File: config.mk
export PLATFORM = sky130hd
export DESIGN_NAME = data_ram_dp
export DESIGN_NICKNAME = d
export VERILOG_FILES = /design/src/rtl/data_ram_dp.sv
export SDC_FILE = /design/constraint.sdc
export NUM_CORES = 1
export LEC_CHECK = 0
export ABC_AREA = 1
export BUFFER_PORTS_ARGS = -buffer_cell sky130_fd_sc_hd__buf_2
export CORE_MARGIN = 2
export CORE_UTILIZATION = 55
export CTS_BUF_LIST = sky130_fd_sc_hd__clkbuf_4 sky130_fd_sc_hd__clkbuf_8 sky130_fd_sc_hd__clkbuf_16
export CTS_CLUSTER_SIZE = 25
export DETAILED_ROUTE_END_ITERATION = 8
export PLACE_DENSITY = 0.76
export SYNTH_ARGS = -nofsm -noshare
export SYNTH_HDL_FRONTEND = slang
export SYNTH_SLANG_ARGS = --single-unit
File: constraint.sdc
create_clock -name clk -period 2.1 [get_ports clk]
set_clock_uncertainty 0.05 [all_clocks]
set_input_delay 0.105 -clock clk [delete_from_list [all_inputs] [get_ports clk]]
set_output_delay 0.105 -clock clk [all_outputs]
set_load 0.01 [all_outputs]
File: src/rtl/data_ram_dp.sv
// ---------------------------------------------------------------------------
// data_ram_dp
//   Dual-port data RAM: one synchronous write port and one independent read
//   port with a registered read result. DATA_W and DEPTH are configurable.
//   DEPTH does not have to be a power of two.
//   The read-during-write policy for a shared address is set by RDW_MODE:
//   0 returns the data being written, 1 returns the old contents.
//   With CLEAR_ON_RESET set, a sweep writes zero to every word after reset
//   is released. The sweep uses the normal write port through a mux.
//
// Ports
//   clk     in   rising-edge clock
//   rst_n   in   asynchronous active-low reset
//   we      in   write request
//   waddr   in   write address   [ADDR_W]
//   wdata   in   write data      [DATA_W]
//   re      in   read request
//   raddr   in   read address    [ADDR_W]
//   rdata   out  registered read data [DATA_W]
//   rvalid  out  pulse: rdata holds the read accepted on the previous edge
//   busy    out  clear sweep in progress; requests are ignored
//   err     out  pulse: previous edge saw an out-of-range address on an
//                active port
// ---------------------------------------------------------------------------
module data_ram_dp #(
    parameter int DATA_W         = 8,
    parameter int DEPTH          = 16,
    parameter int ADDR_W         = $clog2(DEPTH),
    parameter int RDW_MODE       = 0,
    parameter int CLEAR_ON_RESET = 1
) (
    input  logic              clk,
    input  logic              rst_n,
    input  logic              we,
    input  logic [ADDR_W-1:0] waddr,
    input  logic [DATA_W-1:0] wdata,
    input  logic              re,
    input  logic [ADDR_W-1:0] raddr,
    output logic [DATA_W-1:0] rdata,
    output logic              rvalid,
    output logic              busy,
    output logic              err
);

    localparam logic [0:0] ST_CLEAR = 1'b0;
    localparam logic [0:0] ST_RUN   = 1'b1;

    // One extra bit, so that DEPTH == 2**ADDR_W can still be represented.
    localparam logic [ADDR_W:0]   DEPTH_X     = (ADDR_W+1)'(DEPTH);
    localparam logic [ADDR_W-1:0] LAST_ADDR   = ADDR_W'(DEPTH - 1);
    localparam logic [ADDR_W-1:0] ADDR_ONE    = ADDR_W'(1);
    localparam logic [ADDR_W-1:0] ADDR_ZERO   = ADDR_W'(0);
    localparam logic [DATA_W-1:0] DATA_ZERO   = DATA_W'(0);
    localparam logic [0:0]        RESET_STATE = (CLEAR_ON_RESET != 0) ? ST_CLEAR : ST_RUN;
    localparam logic              RESET_BUSY  = (CLEAR_ON_RESET != 0) ? 1'b1 : 1'b0;

    // Storage. There is deliberately no reset here, so that the array can map
    // onto block RAM.
    logic [DATA_W-1:0] mem_r [DEPTH];

    logic [0:0]        state_r;
    logic [0:0]        next_state_s;
    logic [ADDR_W-1:0] cnt_r;
    logic [ADDR_W-1:0] cnt_nxt_s;
    logic [DATA_W-1:0] rdata_r;
    logic              rvalid_r;
    logic              busy_r;
    logic              err_r;

    logic              run_s;
    logic              waddr_ok_s;
    logic              raddr_ok_s;
    logic              wr_act_s;
    logic              rd_act_s;
    logic              err_nxt_s;
    logic              mem_we_s;
    logic [ADDR_W-1:0] mem_waddr_s;
    logic [DATA_W-1:0] mem_wdata_s;
    logic [DATA_W-1:0] rd_data_s;

    assign run_s      = (state_r == ST_RUN);
    assign waddr_ok_s = ({1'b0, waddr} < DEPTH_X);
    assign raddr_ok_s = ({1'b0, raddr} < DEPTH_X);
    assign wr_act_s   = run_s & we & waddr_ok_s;
    // An out-of-range read is still accepted. It returns zero with rvalid.
    assign rd_act_s   = run_s & re;
    assign err_nxt_s  = run_s & ((we & ~waddr_ok_s) | (re & ~raddr_ok_s));

    // Sweep sequencing: step through CLEAR, then stay in RUN.
    always_comb begin
        next_state_s = state_r;
        cnt_nxt_s    = cnt_r;
        case (state_r)
            ST_CLEAR: begin
                if (cnt_r == LAST_ADDR) begin
                    next_state_s = ST_RUN;
                    cnt_nxt_s    = ADDR_ZERO;
                end else begin
                    next_state_s = ST_CLEAR;
                    cnt_nxt_s    = cnt_r + ADDR_ONE;
                end
            end
            ST_RUN: begin
                next_state_s = ST_RUN;
                cnt_nxt_s    = ADDR_ZERO;
            end
            default: begin
                next_state_s = RESET_STATE;
                cnt_nxt_s    = ADDR_ZERO;
            end
        endcase
    end

    // Write-port mux: the sweep owns the single write port while clearing.
    always_comb begin
        mem_we_s    = 1'b0;
        mem_waddr_s = waddr;
        mem_wdata_s = wdata;
        if (state_r == ST_CLEAR) begin
            mem_we_s    = 1'b1;
            mem_waddr_s = cnt_r;
            mem_wdata_s = DATA_ZERO;
        end else begin
            mem_we_s    = wr_act_s;
            mem_waddr_s = waddr;
            mem_wdata_s = wdata;
        end
    end

    // Read-data selection. Out-of-range reads return zero. In write-first
    // mode, a same-address write forwards wdata to the read result.
    always_comb begin
        rd_data_s = DATA_ZERO;
        if (!raddr_ok_s) begin
            rd_data_s = DATA_ZERO;
        end else if ((RDW_MODE == 0) && wr_act_s && (waddr == raddr)) begin
            rd_data_s = wdata;
        end else begin
            rd_data_s = mem_r[raddr];
        end
    end

    // Synchronous write port of the array.
    always_ff @(posedge clk) begin
        if (mem_we_s) begin
            mem_r[mem_waddr_s] <= mem_wdata_s;
        end
    end

    // Control state and registered outputs.
    always_ff @(posedge clk or negedge rst_n) begin
        if (!rst_n) begin
            state_r  <= RESET_STATE;
            cnt_r    <= ADDR_ZERO;
            busy_r   <= RESET_BUSY;
            rdata_r  <= DATA_ZERO;
            rvalid_r <= 1'b0;
            err_r    <= 1'b0;
        end else begin
            state_r  <= next_state_s;
            cnt_r    <= cnt_nxt_s;
            busy_r   <= (next_state_s == ST_CLEAR);
            rvalid_r <= rd_act_s;
            err_r    <= err_nxt_s;
            if (rd_act_s) begin
                rdata_r <= rd_data_s;
            end
        end
    end

    assign rdata  = rdata_r;
    assign rvalid = rvalid_r;
    assign busy   = busy_r;
    assign err    = err_r;

endmodule

### Word-level counts from Yosys, hierarchy flattened

Memory sizes are Yosys's and may differ from the RTL's. A register that Yosys moved wholly into a read port is not among the register bits.
Cells that the tools add are included.
W data, S select, Z words.

| storage, ports and cells | value |
|---|---|
| memories kept | 1 |
| input bits | 20 |
| memory bits (writable) | 128 |
| word-level logic and storage cells | 21 |
| register bits | 7 |
| output and inout bits | 11 |

| cells by class | value |
|---|---|
| reduce and logical (&&, ||, !) cells | 1 |
| bitwise operators | 4 |
| multiplexer cells | 9 |
| add/sub/neg operators | 1 |
| eq/ne operators | 1 |

Memories:

| name | words | bits a word | read ports | clocked after memory_dff | write ports | RTL line | text |
|---|---|---|---|---|---|---|---|
| mem_r | 16 | 8 | 1 | 1 | 1 | 59 | `logic [DATA_W-1:0] mem_r [DEPTH];` |

Operators by type and width:

| kind | number |
|---|---|
| $mux W4 | 2 |
| $mux W8 | 1 |
| $pmux W4 S2 | 1 |
| $add A4 B1 Y4 const B | 1 |
| $eq A4 B4 Y1 const B | 1 |
| $mux W1 | 4 |
| $and A1 B1 Y1 | 2 |
| $not A1 Y1 | 2 |
| $pmux W1 S2 | 1 |
| $logic_not A1 Y1 | 1 |

### Logic depth before layout (Yosys ltp)

Gate-level depths: netlist of run 1.

| depth | value |
|---|---|
| word-level depth | 4 |
| mapped depth | 12 |

### Worst setup path after synthesis of run 1

Ideal clock, no wire load.

| timing | value |
|---|---|
| kind | reg-to-reg |
| start point | register state_r (netlist: run_s) |
| end point | memory mem_r[5][0], enable pin |
| setup slack | -0.003 ns |
| data arrival time | 1.658 ns |
| clock period less this slack | 2.103 ns |
| path buffers | 1 |
| cell stages (with the launch flop) | 6 |
| data required time | 1.655 ns |
| cells stage by stage | dfrtp_1 buf_6 inv_6 or2_4 inv_1 nor4_1 |

| on the way | value |
|---|---|
| longest elaborated chain between the ends | 4 |
| elaborated cells between the ends (all ways) | 5 |
| those cells by class | mux (4); bitwise (1) |

Ends and longest elaborated chain:

| element | RTL line | text |
|---|---|---|
| start: declaration | 61 | `logic [0:0] state_r;` |
| start signal: assignment | 160 | `state_r <= next_state_s;` |
| $and A1 B1 Y1 | 84 | `assign wr_act_s = run_s & we & waddr_ok_s;` |
| $mux W1 | 119 | `if (state_r == ST_CLEAR) begin` |
| $mux W1 | 145 | `if (mem_we_s) begin` |
| $mux W1 (implied by the code) | 146 | `mem_r[mem_waddr_s] <= mem_wdata_s;` |
| end: declaration | 59 |  |

Several ways; a longest one is shown, not always the timed one.

### Worst setup path in the final report of run 1

| timing | value |
|---|---|
| start point | register state_r (netlist: run_s) |
| end point | register rdata_r[2] (netlist: rdata[2]) (read register of mem_r) |

| on the way | value |
|---|---|
| longest elaborated chain between the ends | 1 |

Ends and longest elaborated chain:

| element | RTL line | text |
|---|---|---|
| $and A1 B1 Y1 | 86 | `assign rd_act_s = run_s & re;` |
| net rd_act_s | 74 | `logic rd_act_s;` |
| end: declaration | 65 | `logic [DATA_W-1:0] rdata_r;` |

The timed path passes the listed nets, and every way through them passes these cells.

==> reports/results.ini, run 1 <==
[yosys]
synth_cells = 576
syn-num-nets = 597
yosysUniqueCellTypes = 32
synthArstFlopShare_pct = 10.5
synth_edf_count = 128
yosysTopAreaCell = edfxtp_1
seq_area_frac_synth_pct = 68.1
synthesis.area_sq_um = 6200
synth_most_common_cell = nor2_1
syn-mean-instance-area_sq_um = 10.8
synthTopCellsByCount = nor2_1, edfxtp_1, nand2_1, nand3_1, o21ai_0
synth_warnings = 0
synth_area_leaders = edfxtp_1, nor2_1, nand3_1
yosys_register_bits = 143
ys.flop_type = edfxtp_1
synth_top_area_share_pct = 62.0

[floorplanning]
die_area_sq_um = 12100
start_util_pct = 56.7
num_rows = 38
core_area_sq_um = 10900
die_width_microns = 110
die_y_microns = 110
io_pins = 31

[detailed_routing]
drcViolationCount = 0
vias = 4456
drt_iter0_markers = 402
finalWirelength_microns = 14600
firstDrtPassIters = 5
avgViaCountPerCell = 5.71
final_antenna_net_count = 0
wl_per_cell_microns = 18.7

[global_routing]
grt.met2_usage_pct = 42.0
use_met1_pct = 32.3
grt_start_max_net_pins = 46
grt_pass1_wl_microns = 22100
use_met3_pct = 5.35
top_usage_layer = met2
grt_pass1_vias = 4289
gr-total-overflow = 0
antenna_found_initial = 0
grtUsageTotal_pct = 25.9

[clock_network]
max-clock-path-buffers = 2
cts_num_sinks = 143
h-tree-depth = 4
cts_inserted_buffers = 17
clk_latency_ns = 0.42
cts_tree = yes
clockRootBuffer = clkbuf_16
cts.clk_slew.worst_paths_ns = 0.07

[place]
place_congestion = 0.966
port_buffers = 29
dp_cells = 747
hpwlAfterDp_microns = 9190

[timing]
post-route-period-util_pct = 83.6
worst_pin_slew_ns = 0.610
tns_ns = 0
maxSlewHeadroom_pct = 59.3
final_max_slew_viol_count = 0
fmax_ghz = 0.570
min_period_ns = 1.75
grt_setup_unrepaired = no
finalHoldViolCount = 0
setup_violations = 0

[setup_path]
worstPathRequired_ns = 2.36
worstPathCellList = buf_4 -> nand2_1 -> clkinv_1 -> nand2_1 -> inv_1 -> nand2_1 -> nand2_1
cp-end-kind = flip-flop
cp_common_cell = nand2_1
critPathBufInv = 3
crit_slowest_cell = dfrtp_1
arrival_ns = 2.01
ff2ff_setup_slack_ns = 0.35
path_max_fanout = 11
cpPeakStageDelay_ns = 0.49
cp_top_family = buffers and inverters
worst_setup_path_start_kind = flip-flop
crit_type = flip-flop to flip-flop

[power]
switching_share_pct = 24.4
peakVddDrop_mv = 0.589
p_sw_uw = 1640
combPwrFrac_pct = 7.3
seqPwrFrac_pct = 46.9
p_leak_uw = 0.00286
power_density_nw_per_um2 = 933
p_clk_share_pct = 45.8
intPower_uw = 5080

[cells_and_area]
area_delta_synth_final_pct = 16.1
layout.cells.non_filler = 780
layout-drive-gt1-share_pct = 18.0
n_antenna_cell = 0
nNetsFinal = 648

[outcome]
status = completed

[hold_path]
holdCritPathClass = primary input to flip-flop

[job]
cap_violations = 0

[power by group through the flow]
stage / clock network (uW) / registers, uW / logic, uW
global route: 3210 / 3150 / 541
detailed placement: 0 / 3210 / 479
CTS: 3080 / 3150 / 489
finish: 3080 / 3150 / 492
global placement: 0 / 3210 / 468
floorplan: 0 / 3220 / 294
[routing by layer]
layer,up-vias,share of wire (%)
met5,-,0
li1,2058,-
met3,63,9.0
met4,0,5.3
met2,230,48
met1,2105,38
[cells in the final DEF, fill, tap and decap left out, types with 2 or more instances in the layout]
cell type   instances
bufinv_16           2
edfxtp_1          128
inv_6               5
buf_2              29
o21ai_0            33
nand2_4             5
nand2_2             6
inv_8               4
o21ai_1            23
buf_4              29
nand3_1            71
nor3_1              4
clkinv_4            2
clkinvlp_4          2
clkbuf_16          17
nor2_1            129
inv_1              27
dfrtp_1            14
nand2_1            90
inv_2               4
[final timing paths]
kind,start,end,depth (start not counted)
worst max-delay path,run_s,rdata[2],7
worst min-delay path,wdata[7],rdata[7],7
worst max register to register,run_s,rdata[2],7
worst min register to register,rdata[0],rdata[0],2
max in group asynchronous,rst_n,busy,2
min in group asynchronous,rst_n,rdata[2],2
[per-stage QoR]
step	power, uW	hold slack [ns]	utilization, %	cell area [sq um]	worst slack, ns
floorplan	3510	-0.241	-	6210	0.200
CTS	6720	0.0437	65.8	7200	0.338
detailed placement	3690	-0.0216	60.2	6590	0.361
finish	6720	0.0480	65.8	7200	0.345
global placement	3670	-0.0321	60.2	6590	0.399
global route	6900	0.100	65.8	7200	0.183
[state kept, by name, summed over array words and instances (netlist names)]
register and count:
mem_r 128, rvalid 1, rdata 8, cnt_r 4
busy 1, run_s 1
[timing repair]
action	CTS	global route
hold buffers	1	0
gates resized for setup	0	0
hold endpoints to repair	15	0
setup buffers	0	0
[worst min-delay path, cell delays in order]
cell and delay, ns:
buf_2 0.07, nand2_1 0.06, nand3_1 0.08, nand2_1 0.04
inv_1 0.05, nand2_1 0.04, nand2_1 0.05
[layout make-up]
| cell class | instances | area [sq um] |
|---|---|---|
| flip-flops and latches | 143 | 4220 |
| repair buffers | 60 | 393 |
| clock inverters | 15 | 178 |
| clock buffers | 17 | 425 |
| inverters | 33 | 129 |
| fillers | 765 | 3730 |
| well taps | 140 | 175 |
| multi-input cells | 372 | 1680 |
[cells by family after synthesis]
kind of cell	share of synthesized area (%)
buffers and inverters	4.92
DFF	68.1
and+or+nand+nor	21.9
adders and majority gates	0.202
other	0.0605
xor gates and xnor gates	0.141
AOI/OAI and AO/OA	4.66
Power figures use the tool's default switching activity.
==> run 2: changes to the inputs <==
==> constraint.sdc (replaced) <==
create_clock -name clk -period 1.45 [get_ports clk]
set_clock_uncertainty 0.05 [all_clocks]
set_input_delay 0.0725 -clock clk [delete_from_list [all_inputs] [get_ports clk]]
set_output_delay 0.0725 -clock clk [all_outputs]
set_load 0.01 [all_outputs]
==> reports/results.ini, run 2 (synthesized netlist as in run 1, its figures left out) <==
[outcome]
status = finished, violations left
violations = negative setup slack

[cells_and_area]
largest_register_ffs = 128  ; unchanged
nNetsFinal = 696  ; +7.4%
n_antenna_cell = 0  ; unchanged
final_common_cell = edfxtp_1
layout.cells.non_filler = 828  ; +6.2%
design_area_sq_um = 8070  ; +12%
layout-drive-gt1-share_pct = 31.4  ; +13 points
final_cell_mix = edfxtp_1, nor2_1, nand2_1, nand3_1, buf_4
area_delta_synth_final_pct = 30.1
top_register = mem_r

[place]
place_congestion = 0.867  ; -10%
dp_cells = 776  ; +3.9%
port_buffers = 29  ; unchanged
preCtsSetupSlack_ns = -0.395  ; -0.756 ns
dpl_cell_area_sq_um = 6970  ; +5.8%
hpwlAfterDp_microns = 10000  ; +9.4%

[global_routing]
antenna_found_initial = 0  ; unchanged
gr-total-overflow = 0  ; unchanged
grt_start_max_net_pins = 41  ; -11%
grt_pass1_vias = 4662  ; +8.7%
grtUsageTotal_pct = 29.0  ; +3.2 points
grt_pass1_wl_microns = 25000  ; +13%

[setup_path]
worstPathRequired_ns = 1.70  ; -0.66 ns
cp-end-kind = flip-flop
rr_startpoint = run_s
path_max_fanout = 7  ; -4
crit_type = flip-flop to flip-flop
r2r_cells = 11  ; +4
startpoint = run_s
worst_setup_path_start_kind = flip-flop
worstReg2RegEnd = rdata[2]
timing.critical_path.to = rdata[2]
ff2ff_setup_slack_ns = -0.35  ; -0.69 ns
arrival_ns = 2.05  ; +0.04 ns

[clock_network]
h-tree-depth = 4  ; unchanged
cts_tree = yes
clockRootBuffer = clkbuf_16
cts.clk_slew.worst_paths_ns = 0.06  ; about the same
max-clock-path-buffers = 2  ; unchanged
cts_num_sinks = 143  ; unchanged
cts_inserted_buffers = 17  ; unchanged
clk_latency_ns = 0.42  ; about the same

[power]
peakVddDrop_mv = 0.859  ; +46%
combPwrFrac_pct = 9.8  ; +2.5 points
intPower_uw = 7480  ; +47%
p_clk_share_pct = 44.1  ; -1.7 points
p_total_uw = 9920  ; +48%
switching_share_pct = 24.6  ; +0.25 points
power_density_nw_per_um2 = 1230  ; +32%
p_leak_uw = 0.00316  ; +11%
p_sw_uw = 2440  ; +49%
seqPwrFrac_pct = 46.0  ; -0.9 points

[floorplanning]
die_area_sq_um = 12100  ; unchanged
start_util_pct = 56.7  ; unchanged
die_y_microns = 110  ; unchanged
io_pins = 31  ; unchanged
num_rows = 38  ; unchanged
core_area_sq_um = 10900  ; unchanged
die_width_microns = 110  ; unchanged

[detailed_routing]
wl_per_cell_microns = 21.3  ; +14%
avgViaCountPerCell = 5.94  ; +4.0%
firstDrtPassIters = 5  ; unchanged
vias = 4920  ; +10%
drt_iter0_markers = 496  ; +23%
final_antenna_net_count = 0  ; unchanged
finalWirelength_microns = 17700  ; +21%
drcViolationCount = 0  ; unchanged

[timing]
post-route-period-util_pct = 124  ; +40 points
finalHoldViolCount = 0  ; unchanged
fmax_ghz = 0.556  ; -2.4%
grt_setup_unrepaired = yes
setup_violations = 153  ; +153
final_max_slew_viol_count = 0  ; unchanged
min_period_ns = 1.80  ; +0.0438 ns
setup_ws_ns = -0.348  ; -0.694 ns
whs_ns = 0.0742  ; +0.0263 ns

[job]
cap_violations = 0  ; unchanged

[hold_path]
holdCritPathClass = primary input to flip-flop

-- run 2: worst min path at each step --
stage	startpoint	end	slack, ns	cells after the start
after floorplan	rst_n	cnt_r[0]	-0.27	0
after global placement	rst_n	rdata[7]	-0.07	1
after detailed placement	rst_n	rdata[0]	-0.04	1
after CTS	re	rdata[5]	0.03	5
after global routing	rst_n	rdata[2]	0.10	2
final	re	rdata[1]	0.07	5
-- run 2: metrics by stage --
stage                     TNS [ns]  util, %
after floorplan             -26.38        -
after CTS                   -23.85     72.1
after global routing        -43.00     73.8
after detailed placement    -64.62     63.7
after global placement      -51.57     63.7
final                       -36.03     73.8
-- run 2: area by class of cell --
cell class	count	area, sq um
clock buffer	18	433
clock inverter	14	156
fill	645	2870
inverter	33	168
multi-input combinational	374	1910
sequential	143	4220
tap	140	175
timing repair buffer	106	998
-- run 2: routing by layer --
layer	global-route usage [%]	part of all wire, %	up-vias
met5	0	0	-
met4	13.1	5.2	0
met3	5.53	9.6	99
met2	50.4	50	332
met1	35.4	35	2329
li1	-	-	2160
-- run 2: power groups by stage --
stage / registers [uW] / logic [uW] / clock network, uW
6_report: 4570 / 973 / 4380
5_1_grt: 4570 / 1030 / 4550
4_1_cts: 4560 / 866 / 4330
3_5_place_dp: 4650 / 773 / 0
3_3_place_gp: 4650 / 745 / 0
2_1_floorplan: 4660 / 443 / 0
-- run 2: what timing repair did --
item                                    in CTS  in global routing
hold buffers                                 1                  0
pin swaps                                    9                 15
endpoints found under the setup margin     264                259
endpoints found under the hold margin       15                  0
resized for setup                           38                 39
gates cloned                                 1                  1
setup buffers                               13                  6
-- run 2: worst max-delay path, cell delays in order (launching register included) --
cell	delay, ns
dfrtp_2	0.50
inv_8	0.12
nand2_4	0.07
buf_4	0.14
nand3_2	0.08
nand2_4	0.09
nor2_8	0.18
nand3_2	0.12
nand2_2	0.11
inv_1	0.07
nand2_1	0.08
nand2_1	0.07
==> run 3: changes to the inputs <==
--- a/config.mk
+++ b/config.mk
@@ -13,6 +13,7 @@
 export CTS_CLUSTER_SIZE = 25
 export DETAILED_ROUTE_END_ITERATION = 8
 export PLACE_DENSITY = 0.76
+export RECOVER_POWER = 25
 export SYNTH_ARGS = -nofsm -noshare
 export SYNTH_HDL_FRONTEND = slang
 export SYNTH_SLANG_ARGS = --single-unit
==> reports/results.ini, run 3 (synthesized netlist as in run 1, its figures left out) <==
[timing]
whs_ns = 0.0762  ; +0.00200 ns
post-route-period-util_pct = 124  ; -0.21 points
worst_pin_slew_ns = 0.997
finalHoldViolCount = 0  ; unchanged
final_max_slew_viol_count = 0  ; unchanged
grt_setup_unrepaired = yes
setup_violations = 153  ; unchanged
setup_ws_ns = -0.345  ; +0.00311 ns
min_period_ns = 1.80  ; -0.00311 ns
fmax_ghz = 0.557  ; +0.17%
maxSlewHeadroom_pct = 33.5

[detailed_routing]
firstDrtPassIters = 5  ; unchanged
wl_per_cell_microns = 21.3  ; -0.27%
drt_iter0_markers = 527  ; +6.3%
vias = 4942  ; +0.45%
final_antenna_net_count = 0  ; unchanged
finalWirelength_microns = 17600  ; -0.27%
drcViolationCount = 0  ; unchanged
avgViaCountPerCell = 5.97  ; +0.45%

[cells_and_area]
largest_register_ffs = 128  ; unchanged
final_cell_mix = edfxtp_1, nor2_1, nand2_1, nand3_1, buf_4
layout-drive-gt1-share_pct = 29.7  ; -1.7 points
layout.cells.non_filler = 828  ; unchanged
nNetsFinal = 696  ; unchanged
top_register = mem_r
area_delta_synth_final_pct = 29.8
final_common_cell = edfxtp_1
n_antenna_cell = 0  ; unchanged
fill_cells = 656  ; +1.7%

[setup_path]
ff2ff_setup_slack_ns = -0.35  ; about the same
cp-end-kind = flip-flop
path_max_fanout = 7  ; unchanged
worstPathRequired_ns = 1.70  ; about the same
crit_type = flip-flop to flip-flop
arrival_ns = 2.04  ; about the same
worst_setup_path_start_kind = flip-flop

[global_routing]
antenna_found_initial = 0  ; unchanged
gr-total-overflow = 0  ; unchanged
grt_pass1_wl_microns = 25000  ; unchanged
grtUsageTotal_pct = 29.0  ; unchanged
grt_pass1_vias = 4662  ; unchanged
grt_start_max_net_pins = 41  ; unchanged

[outcome]
violations = negative setup slack
status = finished, violations left

[clock_network]
h-tree-depth = 4  ; unchanged
clk_latency_ns = 0.42  ; about the same
cts_inserted_buffers = 17  ; unchanged
cts_tree = yes
cts.clk_slew.worst_paths_ns = 0.06  ; about the same
max-clock-path-buffers = 2  ; unchanged
clockRootBuffer = clkbuf_16
cts_num_sinks = 143  ; unchanged

[place]
preCtsSetupSlack_ns = -0.395  ; unchanged
port_buffers = 29  ; unchanged
dp_cells = 776  ; unchanged
place_congestion = 0.867  ; unchanged
hpwlAfterDp_microns = 10000  ; unchanged

[power]
power_density_nw_per_um2 = 1230  ; about the same
peakVddDrop_mv = 0.859  ; about the same
p_leak_uw = 0.00312  ; -1.2%

[floorplanning]
num_rows = 38  ; unchanged
start_util_pct = 56.7  ; unchanged
die_area_sq_um = 12100  ; unchanged
core_area_sq_um = 10900  ; unchanged
die_y_microns = 110  ; unchanged
io_pins = 31  ; unchanged
die_width_microns = 110  ; unchanged

[job]
cap_violations = 0  ; unchanged

[hold_path]
holdCritPathClass = primary input to flip-flop

run 3: what timing repair did:
| action | CTS | global route |
|---|---|---|
| setup endpoints to repair | 264 | 259 |
| hold endpoints to repair | 15 | 0 |
| hold buffers | 1 | 0 |
| resized for setup | 38 | 39 |
| cloned | 1 | 1 |
| pin swaps | 9 | 15 |
| setup buffers | 13 | 6 |
run 3: layout make-up:
cell class / instances / area, sq um / area share (%)
sequential: 143 / 4220 / 52.4
inverter: 33 / 168 / 2.08
timing repair buffer: 106 / 981 / 12.2
clock inverter: 14 / 156 / 1.94
tap: 140 / 175 / 2.18
clock buffer: 18 / 433 / 5.38
multi-input combinational: 374 / 1910 / 23.8
run 3: critical path, cell delays in order, from the launching register on:
cell and delay, ns:
dfrtp_2 0.50, inv_8 0.12, nand2_4 0.07, buf_4 0.14, nand3_2 0.07, nand2_4 0.09
nor2_8 0.19, nand3_2 0.12, nand2_2 0.11, inv_1 0.07, nand2_1 0.08, nand2_1 0.07
run 3: final timing paths:
| path | cells after the start | to | from |
|---|---|---|---|
| hold / removal | 5 | rdata[1] | re |
| min in group asynchronous | 2 | cnt_r[0] | rst_n |
| hold reg to reg | 2 | rdata[1] | rdata[1] |
| setup reg to reg | 11 | rdata[2] | run_s |
| max in group asynchronous | 2 | run_s | rst_n |
| setup / recovery | 11 | rdata[2] | run_s |
run 3: routing by layer:
layer | share of wire [%] | vias up | global-route usage, %
met4 | 5.1 | 0 | 13.1
met2 | 50 | 320 | 50.4
met1 | 36 | 2369 | 35.4
met5 | 0 | - | 0
met3 | 9.0 | 94 | 5.53
li1 | - | 2159 | -
run 3: through the flow:
stage                     area [sq um]  setup TNS [ns]  utilization, %  power [uW]
final                             8050          -36.38            73.6        9890
after floorplan                   6280          -26.38               -        5100
after detailed placement          6970          -64.62            63.7        5420
after CTS                         7880          -23.85            72.1        9760
after global placement            6970          -51.57            63.7        5390
after global routing              8050          -43.01            73.6       10100
run 3: where the power goes:
| part | internal, uW | total, uW | leakage [uW] | switching [uW] |
|---|---|---|---|---|
| clock network | 2580 | 4360 | 0.000278 | 1780 |
| registers | 4540 | 4570 | 0.00134 | 26.2 |
| logic | 345 | 963 | 0.00150 | 618 |
| total | 7470 | 9890 | 0.00312 | 2420 |
